### config.mk
export PLATFORM = sky130hd
export DESIGN_NAME = bat_amateur_sequencer
export DESIGN_NICKNAME = d
export VERILOG_FILES = /design/src/rtl/bat_amateur_pkg.sv /design/src/rtl/bat_amateur_jump_eval.sv /design/src/rtl/bat_amateur_sequencer.sv
export SDC_FILE = /design/constraint.sdc
export NUM_CORES = 1
export LEC_CHECK = 0
export BUFFER_PORTS_ARGS = -buffer_cell sky130_fd_sc_hd__buf_2
export CORE_ASPECT_RATIO = 1.4
export CORE_MARGIN = 1
export CORE_UTILIZATION = 45
export DETAILED_ROUTE_END_ITERATION = 6
export HOLD_SLACK_MARGIN = 0.05
export MAX_ROUTING_LAYER = met4
export PLACE_DENSITY = 0.89
export SYNTH_ARGS = -nofsm -noshare
export SYNTH_HDL_FRONTEND = slang
export SYNTH_HIERARCHICAL = 1
export SYNTH_SLANG_ARGS = --single-unit
export TNS_END_PERCENT = 100
### constraint.sdc
create_clock -name CLK -period 5.85 [get_ports CLK]
set_clock_uncertainty 0.1 [all_clocks]
set_input_delay 0.2925 -clock CLK [delete_from_list [all_inputs] [get_ports CLK]]
set_output_delay 0.2925 -clock CLK [all_outputs]
set_load 0.02 [all_outputs]
### src/rtl/bat_amateur_pkg.sv
// Shared types and constants for the BatAmateur microcoded sequencer.
// Covers the state encoding, opcode classes, jump conditions and fixed register slots.
package bat_amateur_pkg;

  typedef enum logic [3:0] {
    S_IDLE = 4'd0,
    S_FA   = 4'd1,
    S_FI   = 4'd2,
    S_DEC  = 4'd3,
    S_OPB  = 4'd4,
    S_ALU  = 4'd5,
    S_MEM1 = 4'd6,
    S_MEM2 = 4'd7,
    S_END  = 4'd8,
    S_HALT = 4'd9
  } state_t;

  localparam logic [3:0] OP_REG   = 4'b0111;
  localparam logic [4:0] ALU_MOV  = 5'b11111;
  localparam logic [4:0] ALU_INC  = 5'b11110;
  localparam logic [4:0] ALU_HALT = 5'b11101;

  localparam logic [1:0] JC_ALWAYS   = 2'b00;
  localparam logic [1:0] JC_FLAG_CLR = 2'b01;
  localparam logic [1:0] JC_FLAG_SET = 2'b10;
  localparam logic [1:0] JC_NEVER    = 2'b11;

  localparam logic [2:0] REG_A = 3'd0;
  localparam logic [2:0] REG_B = 3'd1;

endpackage

### src/rtl/bat_amateur_jump_eval.sv
// Taken/not-taken decision for a jump condition code against the ALU flag.
// Shared by the direct-jump decode and the indirect-jump memory phase.
module bat_amateur_jump_eval
  import bat_amateur_pkg::*;
(
  input  logic [1:0] cond,
  input  logic       flag,
  output logic       taken
);

  always_comb begin
    taken = 1'b0;
    case (cond)
      JC_ALWAYS:   taken = 1'b1;
      JC_FLAG_CLR: taken = ~flag;
      JC_FLAG_SET: taken = flag;
      JC_NEVER:    taken = 1'b0;
      default:     taken = 1'b0;
    endcase
  end

endmodule

### src/rtl/bat_amateur_sequencer.sv
// Named-state control sequencer for the BatAmateur CPU: fetch, decode, ALU and
// memory phases with MEM_READY wait handshake, run/single-step control and HALT.
//
// state  | meaning
// S_IDLE | stopped between instructions, waiting for RUN or STEP
// S_FA   | PC driven onto bus, MAR loads fetch address
// S_FI   | RAM read into IR; PC increments when MEM_READY
// S_DEC  | decode: MOV/INC/HALT, A-operand copy, direct jump, or address load
// S_OPB  | B-operand copy for ALU ops
// S_ALU  | ALU result written to A or B
// S_MEM1 | first memory phase (direct access, indirect pointer, indirect jump)
// S_MEM2 | second memory phase of indirect load/store
// S_END  | instruction retired; continue if RUN
// S_HALT | halted until reset
module bat_amateur_sequencer
  import bat_amateur_pkg::*;
#(
  parameter int NUM_REGS = 8,
  parameter int ALU_OP_W = 5,
  parameter int FLAG_BIT = 0
) (
  input  logic                CLK,
  input  logic                RST,
  input  logic [7:0]          ALU_REG,
  input  logic [15:0]         INSTR,
  input  logic                MEM_READY,
  input  logic                RUN,
  input  logic                STEP,
  output logic                PC_INC,
  output logic                PC_RW,
  output logic                PC_EN,
  output logic                MAR_LOAD,
  output logic                MAR_EN,
  output logic                RAM_RW,
  output logic                RAM_EN,
  output logic                IR_LOAD,
  output logic                IR_EN,
  output logic [NUM_REGS-1:0] REGS_INC,
  output logic [NUM_REGS-1:0] REGS_RW,
  output logic [NUM_REGS-1:0] REGS_EN,
  output logic                ALU_EN,
  output logic [ALU_OP_W-1:0] ALU_OP,
  output logic                HALTED,
  output logic [3:0]          STATE
);

  state_t state, state_nx;

  logic [ALU_OP_W-1:0] op;
  logic [2:0]          dst_f, src_f, mem_reg;
  logic                is_reg, is_djump, taken;
  logic                unused_alu_bits;

  // Register-file requests collected per state, expanded to per-register vectors below
  logic       rd_ok, wr_ok, inc_ok;
  logic [2:0] rd_sel, wr_sel, inc_sel;

  assign op        = INSTR[7+ALU_OP_W-1:7];
  assign dst_f     = INSTR[5:3];
  assign src_f     = INSTR[2:0];
  assign mem_reg   = INSTR[12] ? REG_B : REG_A;
  assign is_reg    = (INSTR[15:12] == OP_REG);
  assign is_djump  = (INSTR[15:14] == 2'b01) && !is_reg;
  assign unused_alu_bits = ^ALU_REG;
  assign STATE     = state;

  bat_amateur_jump_eval u_jump_eval (
    .cond  (INSTR[13:12]),
    .flag  (ALU_REG[FLAG_BIT]),
    .taken (taken)
  );

  always_ff @(posedge CLK) begin
    if (RST) state <= S_IDLE;
    else     state <= state_nx;
  end

  always_comb begin
    state_nx = state;
    PC_INC   = 1'b0;
    PC_RW    = 1'b1;
    PC_EN    = 1'b0;
    MAR_LOAD = 1'b0;
    MAR_EN   = 1'b1;
    RAM_RW   = 1'b1;
    RAM_EN   = 1'b0;
    IR_LOAD  = 1'b0;
    IR_EN    = 1'b0;
    REGS_INC = '0;
    REGS_RW  = '1;
    REGS_EN  = '0;
    ALU_EN   = 1'b0;
    ALU_OP   = '0;
    HALTED   = 1'b0;
    rd_ok    = 1'b0;
    rd_sel   = REG_A;
    wr_ok    = 1'b0;
    wr_sel   = REG_A;
    inc_ok   = 1'b0;
    inc_sel  = REG_A;

    case (state)
      S_IDLE: if (RUN || STEP) state_nx = S_FA;

      S_FA: begin
        PC_EN    = 1'b1;
        MAR_LOAD = 1'b1;
        state_nx = S_FI;
      end

      S_FI: begin
        RAM_EN  = 1'b1;
        IR_LOAD = 1'b1;
        IR_EN   = 1'b1;
        if (MEM_READY) begin
          PC_INC   = 1'b1;
          PC_RW    = 1'b0;
          state_nx = S_DEC;
        end
      end

      S_DEC: begin
        if (is_reg) begin
          if (op == ALU_MOV) begin
            rd_ok    = 1'b1;
            rd_sel   = src_f;
            wr_ok    = 1'b1;
            wr_sel   = dst_f;
            state_nx = S_END;
          end else if (op == ALU_INC) begin
            inc_ok   = 1'b1;
            inc_sel  = dst_f;
            state_nx = S_END;
          end else if (op == ALU_HALT) begin
            state_nx = S_HALT;
          end else begin
            if (dst_f != REG_A) begin
              rd_ok  = 1'b1;
              rd_sel = dst_f;
              wr_ok  = 1'b1;
              wr_sel = REG_A;
            end
            state_nx = S_OPB;
          end
        end else if (is_djump) begin
          if (taken) begin
            IR_EN = 1'b1;
            PC_EN = 1'b1;
            PC_RW = 1'b0;
          end
          state_nx = S_END;
        end else begin
          IR_EN    = 1'b1;
          MAR_LOAD = 1'b1;
          state_nx = S_MEM1;
        end
      end

      S_OPB: begin
        if (src_f != REG_B) begin
          rd_ok  = 1'b1;
          rd_sel = src_f;
          wr_ok  = 1'b1;
          wr_sel = REG_B;
        end
        state_nx = S_ALU;
      end

      S_ALU: begin
        ALU_EN   = 1'b1;
        ALU_OP   = op;
        wr_ok    = 1'b1;
        wr_sel   = INSTR[6] ? REG_A : REG_B;
        state_nx = S_END;
      end

      S_MEM1: begin
        if (INSTR[15] && INSTR[14]) begin
          if (taken) begin
            RAM_EN = 1'b1;
            PC_EN  = 1'b1;
            PC_RW  = 1'b0;
          end
          if (MEM_READY) state_nx = S_END;
        end else if (INSTR[15]) begin
          RAM_EN   = 1'b1;
          MAR_LOAD = 1'b1;
          if (MEM_READY) state_nx = S_MEM2;
        end else begin
          RAM_EN = 1'b1;
          if (INSTR[13]) begin
            RAM_RW = 1'b0;
            rd_ok  = 1'b1;
            rd_sel = mem_reg;
          end else begin
            wr_ok  = 1'b1;
            wr_sel = mem_reg;
          end
          if (MEM_READY) state_nx = S_END;
        end
      end

      S_MEM2: begin
        RAM_EN = 1'b1;
        if (INSTR[13]) begin
          RAM_RW = 1'b0;
          rd_ok  = 1'b1;
          rd_sel = mem_reg;
        end else begin
          wr_ok  = 1'b1;
          wr_sel = mem_reg;
        end
        if (MEM_READY) state_nx = S_END;
      end

      S_END: state_nx = RUN ? S_FA : S_IDLE;

      S_HALT: HALTED = 1'b1;

      default: state_nx = S_IDLE;
    endcase

    // Selects at or above NUM_REGS never match, so they produce no strobe
    for (int i = 0; i < NUM_REGS; i++) begin
      if (rd_ok && rd_sel == i[2:0]) REGS_EN[i] = 1'b1;
      if (wr_ok && wr_sel == i[2:0]) begin
        REGS_EN[i] = 1'b1;
        REGS_RW[i] = 1'b0;
      end
      if (inc_ok && inc_sel == i[2:0]) begin
        REGS_INC[i] = 1'b1;
        REGS_RW[i]  = 1'b0;
      end
    end
  end

endmodule
==> results.txt <==
- The flow ran to the end, and the final reports show no timing, DRC or antenna violations.
- Share of final-layout standard cells stronger than drive strength 1: 0.332
- The floorplan step defined a die boundary enclosing 0.00253 sq mm.
* Number of cells produced by synthesis: 170
* Nature of the critical path startpoint: register
- Setup total negative slack on the finished layout was measured at 0 ns.
* Sequential fraction of the synthesis area: 0.0763
* I/O pin total: 73
- Post-cts hold buffer count: 0
- Yosys warns: 6
- Horizontal die dimension: 42.8 um
- Final antenna-violating net count: 0
- Max FFs per register: 4
- Measured against its own limit, the worst slew margin works out to 0.631.
- Post-Route Utilization: 0.626
- Final routed DRC violation total: 0
* Vias after detailed routing: 1522
- Data arrival, critical path: 2.67 ns
* Most common library cell in the layout ignoring fill and taps: sky130_fd_sc_hd__buf_2
- Mean Syn Cell Area: 6.18 sq um
* Drt pass-1 iters: 4
- Setup violations remaining at the end of the flow were counted as 0.
- Post-cts resize count: 0
- The min-delay analysis places its worst path in the category input pin to register.
- The via count of the first global-routing pass came to 1307.
- TritonCTS built the clock tree.
- Buffers inserted during clock tree synthesis total 3.
- Once the clock tree was built, the setup fixing pass inserted 0 buffers.
* Placer congestion estimate: 1.03
* PD cells: 119 mW/mm^2
* Final HPWL DP: 2500 um
- Number of maximum-capacitance constraint violations: 0
- The count of final hold-check violations was 0.
- Critical Setup Path Class: register to primary output
* Count of buffers inserted at the top-level ports: 64
- The number of pins exceeding their max-slew limit in the final report is 0.
- Detailed Route WL: 3250 um
* Overflow left after global routing: 0
- Filler Cells Inserted: 219
- Post-synth EDFFs: 0
- Worst-path maximum fanout: 18
- Critical Path End Type: primary output
- At the end of the flow, the number of nets in the layout was 257.
* Maximum clock insertion buffer count: 2
- Number of antenna violations at the first check in global routing: 0
- Max H-tree Level: 1
- The most used flip-flop cell after synthesis is sky130_fd_sc_hd__dfxtp_1.
- The first global-routing pass estimated 5420 um of wire.
* Placeable core area: 0.00218 sq mm
- Die height: 59.2 um
- The initial utilization of the core area, before any placement, comes to 0.482.
* Unrepaired setup endpoints after global routing: no
* IR Drop Worst-Case VDD: 139 uV
- Highest achievable clock rate: 0.327 GHz
* Count of state elements after synthesis: 4
- Of all flip-flops after synthesis, the portion carrying an async set or reset was 0.
- Yosys cell types: 49
- Summed over all cells, the static leakage comes to 0.672 nW.
- Total standard cell area after synthesis: 0.00105 sq mm
- After layout, the minimum clock period comes to 3.06 ns.
- Data on the critical path is required at its endpoint by 5.46 ns.
- The repair_antennas step left the layout with diodes totalling 0.
* Commonest cells after routing, fill and taps aside: sky130_fd_sc_hd__buf_2, sky130_fd_sc_hd__nor2_1, sky130_fd_sc_hd__nand2_1, sky130_fd_sc_hd__o22ai_1, sky130_fd_sc_hd__and2_1
- After clock tree synthesis, the clock-pin slew on the worst setup and hold paths is 0.04 ns.
- The cell sitting at the root of the clock tree is a sky130_fd_sc_hd__clkbuf_4.
- Summing all non-filler instances in the final layout gives an area of 0.00136 sq mm.
- Average wire length per cell after detail routing: 13.1 um
* Area Overhead vs Synth: 29.9%
- Fin crit share: 0.523
- DRC violation total after the first TritonRoute iteration: 44
- After detailed placement, the total cell area comes to 0.00134 sq mm.
* Number of rows created at floorplan: 20
- Total Routing Usage GR: 0.276
- TritonCTS Sinks: 4
* Clock latency on the worst-skew pair: 0.24 ns
- After detailed routing, the number of vias per cell comes to 6.14.
- Entering global routing, the biggest net connects 20 pins.
- In this run the register-to-register setup slack is 3.76 ns.
- The number of nets handed over by synthesis was 199.
* Slew at the pin closest to its max-slew limit: 0.547 ns
==> worst paths after layout <==
| kind | from | endpoint | cells after the start |
|---|---|---|---|
| min | RST | STATE[0]$_SDFFE_PP0P_ | 2 |
| min reg2reg | STATE[2]$_SDFFE_PP0P_ | STATE[1]$_SDFFE_PP0P_ | 1 |
| max reg2reg | STATE[3]$_SDFFE_PP0P_ | STATE[0]$_SDFFE_PP0P_ | 6 |
| max | STATE[0]$_SDFFE_PP0P_ | REGS_EN[4] | 7 |
==> worst max-delay path, stage by stage, from the launching register on <==
cell and delay (ns):
sky130_fd_sc_hd__dfxtp_1 0.65, sky130_fd_sc_hd__and2b_1 0.31, sky130_fd_sc_hd__and3_1 0.49, sky130_fd_sc_hd__a21oi_2 0.13, sky130_fd_sc_hd__o22ai_1 0.29, sky130_fd_sc_hd__nand2b_1 0.19
sky130_fd_sc_hd__a2bb2o_4 0.21, sky130_fd_sc_hd__buf_2 0.15
==> synth_stat cells, types with 3 or more instances <==
| library cell | n | area, sq um |
|---|---|---|
| sky130_fd_sc_hd__dfxtp_1 | 4 | 80.1 |
| sky130_fd_sc_hd__a41oi_1 | 3 | 26.3 |
| sky130_fd_sc_hd__and2_1 | 8 | 50.1 |
| sky130_fd_sc_hd__nand2b_1 | 7 | 43.8 |
| sky130_fd_sc_hd__and3_1 | 5 | 31.3 |
| sky130_fd_sc_hd__nor3_1 | 5 | 25.0 |
| sky130_fd_sc_hd__a21oi_1 | 7 | 35.0 |
| sky130_fd_sc_hd__inv_1 | 7 | 26.3 |
| sky130_fd_sc_hd__o22ai_1 | 8 | 50.1 |
| sky130_fd_sc_hd__buf_2 | 3 | 15.0 |
| sky130_fd_sc_hd__nand4_1 | 4 | 25.0 |
| sky130_fd_sc_hd__nand2_1 | 20 | 75.1 |
| sky130_fd_sc_hd__nand3_1 | 6 | 30.0 |
| sky130_fd_sc_hd__nor2_1 | 26 | 97.6 |
| sky130_fd_sc_hd__a31oi_1 | 5 | 31.3 |
| sky130_fd_sc_hd__clkbuf_1 | 6 | 22.5 |
| sky130_fd_sc_hd__o21ai_0 | 6 | 30.0 |
==> cell families after synthesis <==
family,count (synthesis),synth area share
muxes,1,0.00954
xor gates and xnor gates,1,0.00834
and+or+nand+nor,97,0.489
buffers and inverters,18,0.0787
other,1,0.00357
DFF,4,0.0763
AOI/OAI and AO/OA,48,0.335
==> metal layers <==
layer	wire length (um)	share of wire	GRT usage	vias to the layer above
met5	0	0	-	-
met4	85	0.026	0.147	0
met3	240	0.074	0.0213	8
met2	1680	0.52	0.487	83
met1	1240	0.38	0.302	682
li1	-	-	-	749
==> layout make-up <==
class                      count  area (sq um)  area share
clock buffer                   3          22.5      0.0165
inverter                       7          26.3      0.0193
multi-input combinational    148           887       0.650
sequential                     4          80.1      0.0587
tap                           22          27.5      0.0202
timing repair buffer          64           320       0.235
==> metrics by stage <==
stage | instances | hold WS [ns] | setup WS [ns] | total power [mW]
3_5_place_dp | 245 | 0.405 | 3.13 | 0.125
6_report | 248 | 0.162 | 2.79 | 0.162
3_3_place_gp | 245 | 0.403 | 3.11 | 0.124
2_1_floorplan | 170 | 0.265 | 3.22 | 0.0968
5_1_grt | 248 | 0.164 | 2.62 | 0.175
4_1_cts | 248 | 0.158 | 2.87 | 0.161
==> power by group <==
group	switching, mW	internal [mW]
registers	0.0116	0.0302
logic	0.0526	0.0320
clock network	0.0129	0.0230
total	0.0770	0.0853
Power figures use the tool's default switching activity.
